--- config.mk ---
export PLATFORM = sky130hd
export DESIGN_NAME = kamus_selftest_seq
export DESIGN_NICKNAME = d
export VERILOG_FILES = /design/src/rtl/kamus_pkg.sv /design/src/rtl/kamus_selftest_prog_ram.sv /design/src/rtl/kamus_selftest_seq.sv
export SDC_FILE = /design/constraint.sdc
export NUM_CORES = 2
export LEC_CHECK = 0
export CORE_MARGIN = 2
export CORE_UTILIZATION = 50
export CTS_CLUSTER_DIAMETER = 80
export DETAILED_ROUTE_END_ITERATION = 10
export HOLD_SLACK_MARGIN = 0.02
export PLACE_DENSITY_LB_ADDON = 0.25
export SLEW_MARGIN = 20
export SYNTH_ARGS = -nofsm -noshare
export SYNTH_HDL_FRONTEND = slang
export SYNTH_SLANG_ARGS = --single-unit
--- constraint.sdc ---
create_clock -name clk_i -period 11.9 [get_ports clk_i]
set_clock_uncertainty 0.15 [all_clocks]
set_input_delay 2.38 -clock clk_i [delete_from_list [all_inputs] [get_ports clk_i]]
set_output_delay 2.38 -clock clk_i [all_outputs]
set_load 0.005 [all_outputs]
--- src/rtl/kamus_pkg.sv ---
// Shared types for the kamus self-test sequencer.
package kamus_pkg;

  typedef enum logic [1:0] {
    CHK_NONE   = 2'd0,
    CHK_DMEM   = 2'd1,
    CHK_PC_REL = 2'd2
  } chk_mode_e;

  localparam logic [31:0] NOP_INSTR = 32'h0000_0013;

  typedef struct packed {
    logic [31:0] instr;
    chk_mode_e   chk;
    logic [31:0] exp_addr;
    logic [31:0] exp_data;
  } selftest_entry_t;

  typedef enum logic [1:0] {
    ST_IDLE,
    ST_RUN,
    ST_CHECK,
    ST_DONE
  } selftest_state_e;

endpackage

--- src/rtl/kamus_selftest_prog_ram.sv ---
// Program store: DEPTH entries, one synchronous write port and one read port.
// The read is combinational from flops with write forwarding, so the caller
// can look up the next entry one cycle ahead and register it.
module kamus_selftest_prog_ram
  import kamus_pkg::*;
#(
  parameter int DEPTH = 16
) (
  input  logic                     clk_i,
  input  logic                     we_i,
  input  logic [$clog2(DEPTH)-1:0] wr_idx_i,
  input  selftest_entry_t          wr_entry_i,
  input  logic [$clog2(DEPTH)-1:0] rd_idx_i,
  output selftest_entry_t          rd_entry_o
);

  selftest_entry_t mem_q [DEPTH];

  // Entry storage; intentionally not reset so programs survive a reset.
  always_ff @(posedge clk_i) begin
    if (we_i) mem_q[wr_idx_i] <= wr_entry_i;
  end

  // A write in the same cycle as the lookup wins, so write+start sees new data.
  assign rd_entry_o = (we_i && (wr_idx_i == rd_idx_i)) ? wr_entry_i : mem_q[rd_idx_i];

endmodule

--- src/rtl/kamus_selftest_seq.sv ---
// Instruction sequencer and result checker for kamus_core self-test.
module kamus_selftest_seq
  import kamus_pkg::*;
#(
  parameter int DEPTH        = 16,
  parameter int HOLD_CYCLES  = 5,
  parameter int STOP_ON_FAIL = 0
) (
  input  logic                       clk_i,
  input  logic                       rst_i,
  input  logic                       prog_we_i,
  input  logic [$clog2(DEPTH)-1:0]   prog_idx_i,
  input  logic [31:0]                prog_instr_i,
  input  logic [1:0]                 prog_chk_i,
  input  logic [31:0]                prog_exp_addr_i,
  input  logic [31:0]                prog_exp_data_i,
  input  logic [$clog2(DEPTH+1)-1:0] len_i,
  input  logic                       start_i,
  output logic [31:0]                instr_o,
  input  logic [31:0]                l1i_instr_addr_i,
  input  logic [31:0]                l1d_addr_i,
  input  logic [31:0]                l1d_wr_data_i,
  output logic                       busy_o,
  output logic                       done_o,
  output logic                       pass_o,
  output logic [$clog2(DEPTH+1)-1:0] err_cnt_o,
  output logic [$clog2(DEPTH)-1:0]   fail_idx_o
);

  localparam int IW = $clog2(DEPTH);
  localparam int LW = $clog2(DEPTH + 1);
  localparam int HW = (HOLD_CYCLES > 1) ? $clog2(HOLD_CYCLES) : 1;
  localparam logic [HW-1:0] HOLD_LAST = HW'(HOLD_CYCLES - 1);
  localparam logic [LW-1:0] LEN_MAX   = LW'(DEPTH);
  localparam logic [LW-1:0] ERR_MAX   = '1;

  selftest_state_e state_q, state_d;
  logic [IW-1:0]   idx_q, idx_d;
  logic [HW-1:0]   hold_q, hold_d;
  logic [LW-1:0]   len_q, len_d;
  logic [31:0]     pc_snap_q, pc_snap_d;
  selftest_entry_t cur_q, cur_d;
  logic [31:0]     instr_q, instr_d;
  logic            busy_q, busy_d, done_q, done_d, pass_q, pass_d;
  logic [LW-1:0]   err_q, err_d;
  logic [IW-1:0]   fidx_q, fidx_d;

  selftest_entry_t rd_entry, wr_entry;
  logic            idle_like, start_go, ram_we, mismatch, last_entry;
  logic [LW-1:0]   len_eff;

  assign idle_like  = (state_q == ST_IDLE) || (state_q == ST_DONE);
  assign start_go   = start_i && idle_like;
  assign ram_we     = prog_we_i && idle_like;
  assign len_eff    = (len_i > LEN_MAX) ? LEN_MAX : len_i;
  assign last_entry = (LW'(idx_q) == (len_q - LW'(1)));
  assign wr_entry   = '{instr: prog_instr_i, chk: chk_mode_e'(prog_chk_i),
                        exp_addr: prog_exp_addr_i, exp_data: prog_exp_data_i};

  kamus_selftest_prog_ram #(.DEPTH(DEPTH)) u_ram (
    .clk_i      (clk_i),
    .we_i       (ram_we),
    .wr_idx_i   (prog_idx_i),
    .wr_entry_i (wr_entry),
    .rd_idx_i   (idx_d),
    .rd_entry_o (rd_entry)
  );

  // Check-cycle comparison of the core buses against the current entry.
  always_comb begin
    mismatch = 1'b0;
    if (state_q == ST_CHECK) begin
      case (cur_q.chk)
        CHK_DMEM:   mismatch = (l1d_addr_i != cur_q.exp_addr) || (l1d_wr_data_i != cur_q.exp_data);
        CHK_PC_REL: mismatch = (l1i_instr_addr_i != (pc_snap_q + cur_q.exp_addr));
        default:    mismatch = 1'b0;
      endcase
    end
  end

  // State register.
  always_ff @(posedge clk_i) begin
    if (rst_i) state_q <= ST_IDLE;
    else       state_q <= state_d;
  end

  // Next-state logic.
  always_comb begin
    state_d = state_q;
    case (state_q)
      ST_IDLE, ST_DONE: if (start_i) state_d = (len_eff == '0) ? ST_DONE : ST_RUN;
      ST_RUN:           if (hold_q == HOLD_LAST) state_d = ST_CHECK;
      ST_CHECK:         state_d = (last_entry || (mismatch && (STOP_ON_FAIL != 0))) ? ST_DONE : ST_RUN;
      default:          state_d = ST_IDLE;
    endcase
  end

  // Counters, PC snapshot and result bookkeeping.
  always_comb begin
    idx_d     = idx_q;
    hold_d    = hold_q;
    len_d     = len_q;
    pc_snap_d = pc_snap_q;
    err_d     = err_q;
    fidx_d    = fidx_q;
    if (start_go) begin
      idx_d  = '0;
      hold_d = '0;
      len_d  = len_eff;
      err_d  = '0;
      fidx_d = '0;
    end
    if (state_q == ST_RUN) begin
      if (hold_q == '0) pc_snap_d = l1i_instr_addr_i;
      if (hold_q != HOLD_LAST) hold_d = hold_q + 1'b1;
    end
    if (state_q == ST_CHECK) begin
      if (mismatch) begin
        if (err_q != ERR_MAX) err_d = err_q + 1'b1;
        if (err_q == '0) fidx_d = idx_q;
      end
      if (state_d == ST_RUN) begin
        idx_d  = idx_q + 1'b1;
        hold_d = '0;
      end
    end
  end

  // Registered outputs; the entry register reloads whenever a new entry begins.
  always_comb begin
    cur_d   = ((state_d == ST_RUN) && (state_q != ST_RUN)) ? rd_entry : cur_q;
    busy_d  = (state_d == ST_RUN) || (state_d == ST_CHECK);
    instr_d = busy_d ? cur_d.instr : NOP_INSTR;
    done_d  = (state_d == ST_DONE);
    pass_d  = done_d && (err_d == '0);
  end

  // Datapath and output registers.
  always_ff @(posedge clk_i) begin
    if (rst_i) begin
      idx_q     <= '0;
      hold_q    <= '0;
      len_q     <= '0;
      pc_snap_q <= '0;
      cur_q     <= '0;
      instr_q   <= NOP_INSTR;
      busy_q    <= 1'b0;
      done_q    <= 1'b0;
      pass_q    <= 1'b0;
      err_q     <= '0;
      fidx_q    <= '0;
    end else begin
      idx_q     <= idx_d;
      hold_q    <= hold_d;
      len_q     <= len_d;
      pc_snap_q <= pc_snap_d;
      cur_q     <= cur_d;
      instr_q   <= instr_d;
      busy_q    <= busy_d;
      done_q    <= done_d;
      pass_q    <= pass_d;
      err_q     <= err_d;
      fidx_q    <= fidx_d;
    end
  end

  assign instr_o    = instr_q;
  assign busy_o     = busy_q;
  assign done_o     = done_q;
  assign pass_o     = pass_q;
  assign err_cnt_o  = err_q;
  assign fail_idx_o = fidx_q;

endmodule

======== Word level (Yosys, flattened, before mapping) ========
Memory sizes are Yosys's and may differ from the RTL's.
Index checks and enable logic that the tools add are counted.
storage, ports and cells
  bits in read-only memories .............. 0
  memories ................................ 1
  memory bits (writable) .................. 1568
  register bits after elaboration ......... 188
  latch bits .............................. 0
memories
  memory       depth  bits a word  read ports  clocked after memory_dff  wr ports  RTL line                       text
  u_ram.mem_q  16     98           1           0                         1         kamus_selftest_prog_ram.sv:17  selftest_entry_t mem_q [DEPTH];
cells by class
  divide/modulo/power cells ............... 0
  $lt $le $gt $ge ......................... 1
  multipliers ............................. 0
  $add $sub $neg .......................... 5
  bitwise logic cells ..................... 1
  reductions and logical operators ........ 16
  equality and inequality tests ........... 17
  shift operators ......................... 0
  muxes and demuxes ....................... 28
operators with widths
  kind                   count
  $mux W98               2
  $ne A32 B32 Y1         3
  $add A32 B32 Y32       1
  $mux W4                7
  $mux W5                5
  $logic_not A5 Y1       3
  $mux W3                5
  $eq A2 B2 Y1 const B   5
  $mux W2                4
  $eq A2 B1 Y1 const B   3
  $pmux W2 S3            1
  $add A5 B1 Y5 const B  1
  $eq A4 B5 Y1           1
  $gt A5 B5 Y1 const B   1
  $logic_and A1 B1 Y1    5
  $ne A5 B5 Y1 const B   1
  $sub A5 B1 Y5 const B  1
  $add A4 B1 Y4 const B  1
  $eq A4 B4 Y1           1
  $reduce_or A2 Y1       2
  $add A3 B1 Y3 const B  1
  $eq A3 B3 Y1 const B   1
  $logic_not A3 Y1       1
  $logic_or A1 B1 Y1     3
  7 further kinds        9

======== Logic depth before layout (Yosys ltp) ========
  word-level depth ........................ 13
  mapped depth ............................ 24
  depth with buffers taken out ............ 20

======== Hierarchy ========
A second synthesis with hierarchy kept.
unflattened totals
  cells, all modules ...................... 3816
  area, all modules ....................... 69775.7 um^2
modules (own cells, without submodules)
  module                   sequential area each (um^2)  area an instance (um^2)  cells an instance  times used
  kamus_selftest_prog_ram  47085.2                      59674.7                  2526               1
  kamus_selftest_seq       3763.6                       10100.9                  1290               1

======== Least setup slack after synthesis ========
Ideal clock, no wire load.
  path kind ............................... input -> register
  from .................................... input port prog_we_i
  to ...................................... memory u_ram.mem_q[0][0] (netlist bit), enable pin
  stages .................................. 3
  setup time .............................. 0.675 ns
  arrival ................................. 9.460 ns
  slack ................................... 1.616 ns
  buffers on the path ..................... 0
  cells stage by stage .................... nand2_1 or3_1 nor3_1
between the ends
  cells in the longest elaborated chain, start to end .. 3
RTL lines
  element                        RTL line                       text
  start, declared                kamus_selftest_seq.sv:11       input logic prog_we_i,
  $logic_and A1 B1 Y1            kamus_selftest_seq.sv:54       assign ram_we = prog_we_i && idle_like;
  $mux W1                        kamus_selftest_prog_ram.sv:21  if (we_i) mem_q[wr_idx_i] <= wr_entry_i;
  $mux W1 (implied by the code)  kamus_selftest_prog_ram.sv:21
  end, declared                  kamus_selftest_prog_ram.sv:17
No other way between the ends.

======== Final worst setup path ========
  from .................................... input port start_i
  to ...................................... register instr_q[30], in the netlist instr_o[30]
between the ends
  cells in the longest elaborated chain, start to end .. 9
  elaborated cells on any way between the ends .. 17
  classes of those cells .................. eq/ne: 3; mux: 7; bitwise: 1; reduce/logical: 5; memory: 1
RTL lines
  element                                                  RTL line                   text
  start, declared                                          kamus_selftest_seq.sv:18   input logic start_i,
  $mux W2 *                                                kamus_selftest_seq.sv:91   ST_IDLE, ST_DONE: if (start_i) state_d = (len_eff == '0) ? ST_DONE : ST_RUN;
  $pmux W2 S3 *                                            kamus_selftest_seq.sv:90   case (state_q)
  via state_d[0]                                           kamus_selftest_seq.sv:37   selftest_state_e state_q, state_d;
  branches (longest 7 deep; another with $mem_v2 Z16 W98)  n/a
  end signal, assigned                                     kamus_selftest_seq.sv:158  instr_q <= instr_d;
  end, declared                                            kamus_selftest_seq.sv:43   logic [31:0] instr_q, instr_d;
Mark *: on every way through the listed nets, which the timed path passes.
A chain may end at the register's enable or synchronous reset.

==> results by group <==
Logic synthesis
  – Ys Warns: 0
  – Post-Synthesis Cell Area: a little over 70000 um2
  – Sequential share of the synthesized area: 71.0%
  – FF+latch count, synth: 1756
  – Fraction of registers with async set/reset: 0%
  – Synth top area cells: edfxtp_1 (66%), nand2_1 (8.9%), dfxtp_1 (5.3%)
  – Average size of a mapped cell: 12.3 um2
  – Leading area contributor after synthesis: edfxtp_1
  – Main synth FF type: edfxtp_1
  – Share of the synthesized area in the top cell type: 65.7%
  – Mapped Nets: 6083
  – Cells after Synth: between 5000 and 6000
  – EDFF count, synth: 1568
  – Synth cell types: 64

Clock tree
  – Clk root buf: clkbuf_16
  – Longest Clk Path Bufs: 3
  – Clock sink count: between 1500 and 2000
  – Setup bufs post-CTS: 0
  – CTS tree: done
  – TritonCTS Buffers: approximately 180
  – Htree depth: 4
  – Clock Latency Late Sink: between 0.8 and 0.9 ns
  – Hold buffer count at cts: 0
  – Worst-path clk slew: about 0.060 ns
  – # resized after CTS: 0

Global routing
  – Global-route usage over all layers: 26.7%
  – Antenna violations before repair: 28
  – First-pass GRT wire length: 291000 um
  – Pin count of the biggest net entering global routing: 207
  – Total grt overflow: 0
  – Vias in the first global route: 44800

Routing
  – Max Used Layer: met5
  – Pre-Repair DR Iteration Count: 7
  – Met2 routed WL: 89200 um
  – Routed vias/inst: just over 6
  – DR vias: 48400
  – Drc violations: 0
  – DR WL met3: 21000 um
  – M1 WL: between 80000 and 90000 um
  – DRT iter0 DRCs: 5416
  – Drt total wl: ~200000 um
  – Post-route ant nets: 0
  – DR WL/cell: 25.0 um

Pwr
  – Sw Ratio: 31.0%
  – Comb pwr share: a little under a quarter
  – Max rail drop VDD: 214 uV
  – Psw: between 5 and 6 mW
  – Power per cell area: 204 nW/um2
  – Clock power frac: between 30 and 40%
  – Leak: 27.8 nW
  – Internal: 11.5 mW
  – Flop pwr share: 43.8%

Critical path
  – CP max-delay cell: mux2_8
  – CP max stage delay: around 0.85 ns
  – Req. time, crit path: 12.51 ns
  – Cell chain of the critical path: clkdlybuf4s50_1, and2_1, o22ai_1, nand2_1, ha_1, a22oi_1, mux2_8, buf_4, buf_4, nand2_1, and3_1, a311oi_1, a311oi_1, a211oi_1, a21oi_1, a211oi_1, and2_1
  – Setup crit end kind: flip-flop
  – Setup crit start kind: input pin
  – Setup CP Type: input pin to flip-flop
  – Critical Path AT: ~8.1 ns
  – Worst Path Max Fanout: 115

Timing
  – Hold_ws: 0.307 ns
  – Slew margin rel.: 19.1%
  – RSZ-0062 raised after global routing: false
  – Setup-failing EPs final: 0
  – Minimum clock period: 7.44 ns
  – Fmax: 0.134 GHz
  – Fin crit share: between 60% and 70%
  – Max-slew violation count: 0
  – Setup Total Neg Slack: 0 ns
  – Worst-Margin Slew: between 1 and 1.5 ns
  – Fin. Hold Viols: 0

Flow run
  – Max Cap Viol: 0

Cells and area
  – Final nets: 6189
  – Layout cell share with drive strength beyond 1: 6.37%
  – Commonest non-fill, non-tap cell in the layout: nand2_1
  – P&R area growth vs syn: 14.3%
  – Most frequent cells in the layout: nand2_1 (1693), edfxtp_1 (1568), nand3_1 (402)
  – Multi-input logic area: 19400 um2
  – Register area: 50800 um2
  – Finished Cell Area: 81900 um2
  – # fillers: 11400

Floorplan
  – FP Rows: 138
  – Die area: ~150000 um2
  – Starting density of the core: about half
  – Die Y: 383 um
  – Die width: about 380 um
  – CORE AREA: 142000 um2
  – I/O pin cnt: 251

Placed design
  – IO Port Bufs: 250
  – HPWL Detailed: roughly 100000 um
  – GP Congestion: around 0.87
  – Placement Cell Area: 76000 um2

Hold path
  – HP Class: flip-flop to flip-flop

Run status
  – Status: complete, no violations
state kept, by name (all words and copies together), names as in the netlist:
register	flops
err_cnt_o	5
len_q	5
pc_snap_q	32
idx_q	4
cur_q	98
instr_o	32
hold_q	3
done_o	1
pass_o	1
fail_idx_o	4
busy_o	1
state_q	2
u_ram.mem_q	1568
path summary, 6_finish.rpt:
path                                   from                   endpoint  slack [ns]  cells after the start
setup / recovery                    start_i     instr_o[30]$_SDFF_PP0_        4.46                     17
hold / removal    pc_snap_q[8]$_SDFFE_PP0P_  pc_snap_q[8]$_SDFFE_PP0P_        0.31                      2
setup reg to reg      len_q[0]$_SDFFE_PP0P_     instr_o[30]$_SDFF_PP0_        5.65                     21
hold reg to reg   pc_snap_q[8]$_SDFFE_PP0P_  pc_snap_q[8]$_SDFFE_PP0P_        0.31                      2
synth_stat cells, drive strengths merged, types with 3 or more instances:
library cell / count
a2111o: 3
a211o: 3
a211oi: 206
a21boi: 3
a21o: 6
a21oi: 182
a22oi: 6
a311oi: 294
a31oi: 102
a32oi: 3
and2: 39
and3: 198
and4: 4
buf: 46
clkbuf: 361
dfxtp: 188
edfxtp: 1568
ha: 44
inv: 19
mux2i: 9
nand2: 1694
nand2b: 7
nand3: 402
nand4: 20
nor2: 158
nor2b: 6
nor3: 16
nor3b: 5
nor4: 22
o2111ai: 5
o211ai: 6
o21a: 9
o21ai: 47
o22ai: 5
or3: 5
xnor2: 30
xor2: 84
cells by family after synthesis:
group / Yosys count / synth area share (%)
AOI/OAI and AO/OA: 897 / 9.05
and+or+nand+nor: 2583 / 15.4
buffers and inverters: 426 / 2.26
muxes: 10 / 0.141
xor gates and xnor gates: 114 / 1.39
adders and majority gates: 45 / 0.796
DFF: 1756 / 71.0
per-layer routing:
| metal | global-route usage, % | vias up |
|---|---|---|
| li1 | - | 21800 |
| met1 | 38.8 | 24000 |
| met2 | 40.2 | 2268 |
| met3 | 6.50 | 344 |
| met4 | 7.28 | 26 |
| met5 | 0 | - |
layout make-up:
type / count / area share [%]
timing repair buffer: 332 / 4.09
tap: 1890 / 2.89
inverter: 19 / 0.0871
clock inverter: 87 / 1.07
sequential: 1756 / 62.1
clock buffer: 244 / 6.04
antenna: 9 / 0.0275
multi-input combinational: 3649 / 23.7
power by group through the flow:
stage / Sequential [mW] / Clock [mW] / Combinational [mW]
detailed placement: 7.43 / 0 / 3.78
CTS: 7.30 / 5.63 / 3.80
global placement: 7.42 / 0 / 3.72
floorplan: 7.30 / 0 / 2.62
finish: 7.31 / 5.56 / 3.83
global route: 7.32 / 5.88 / 4.21
critical path, delay by kind of cell:
family / cells / cell delay, ns
fa+ha+maj: 1 / 0.25
buf+inv: 3 / 1.84
mux: 1 / 0.85
simple gates: 5 / 0.84
compound gates: 7 / 1.82
through the flow:
| stage | worst slack, ns | cells | util, % | total power [mW] |
|---|---|---|---|---|
| 4_1_cts | 4.56 | 7976 | 57.7 | 16.7 |
| 3_3_place_gp | 3.83 | 7645 | 53.6 | 11.1 |
| 5_1_grt | 4.11 | 7978 | 57.7 | 17.4 |
| 6_report | 4.46 | 7986 | 57.7 | 16.7 |
| 2_1_floorplan | 1.62 | 5831 | - | 9.92 |
| 3_5_place_dp | 3.71 | 7645 | 53.6 | 11.2 |
Note: power is estimated with default switching activity, not from simulation.
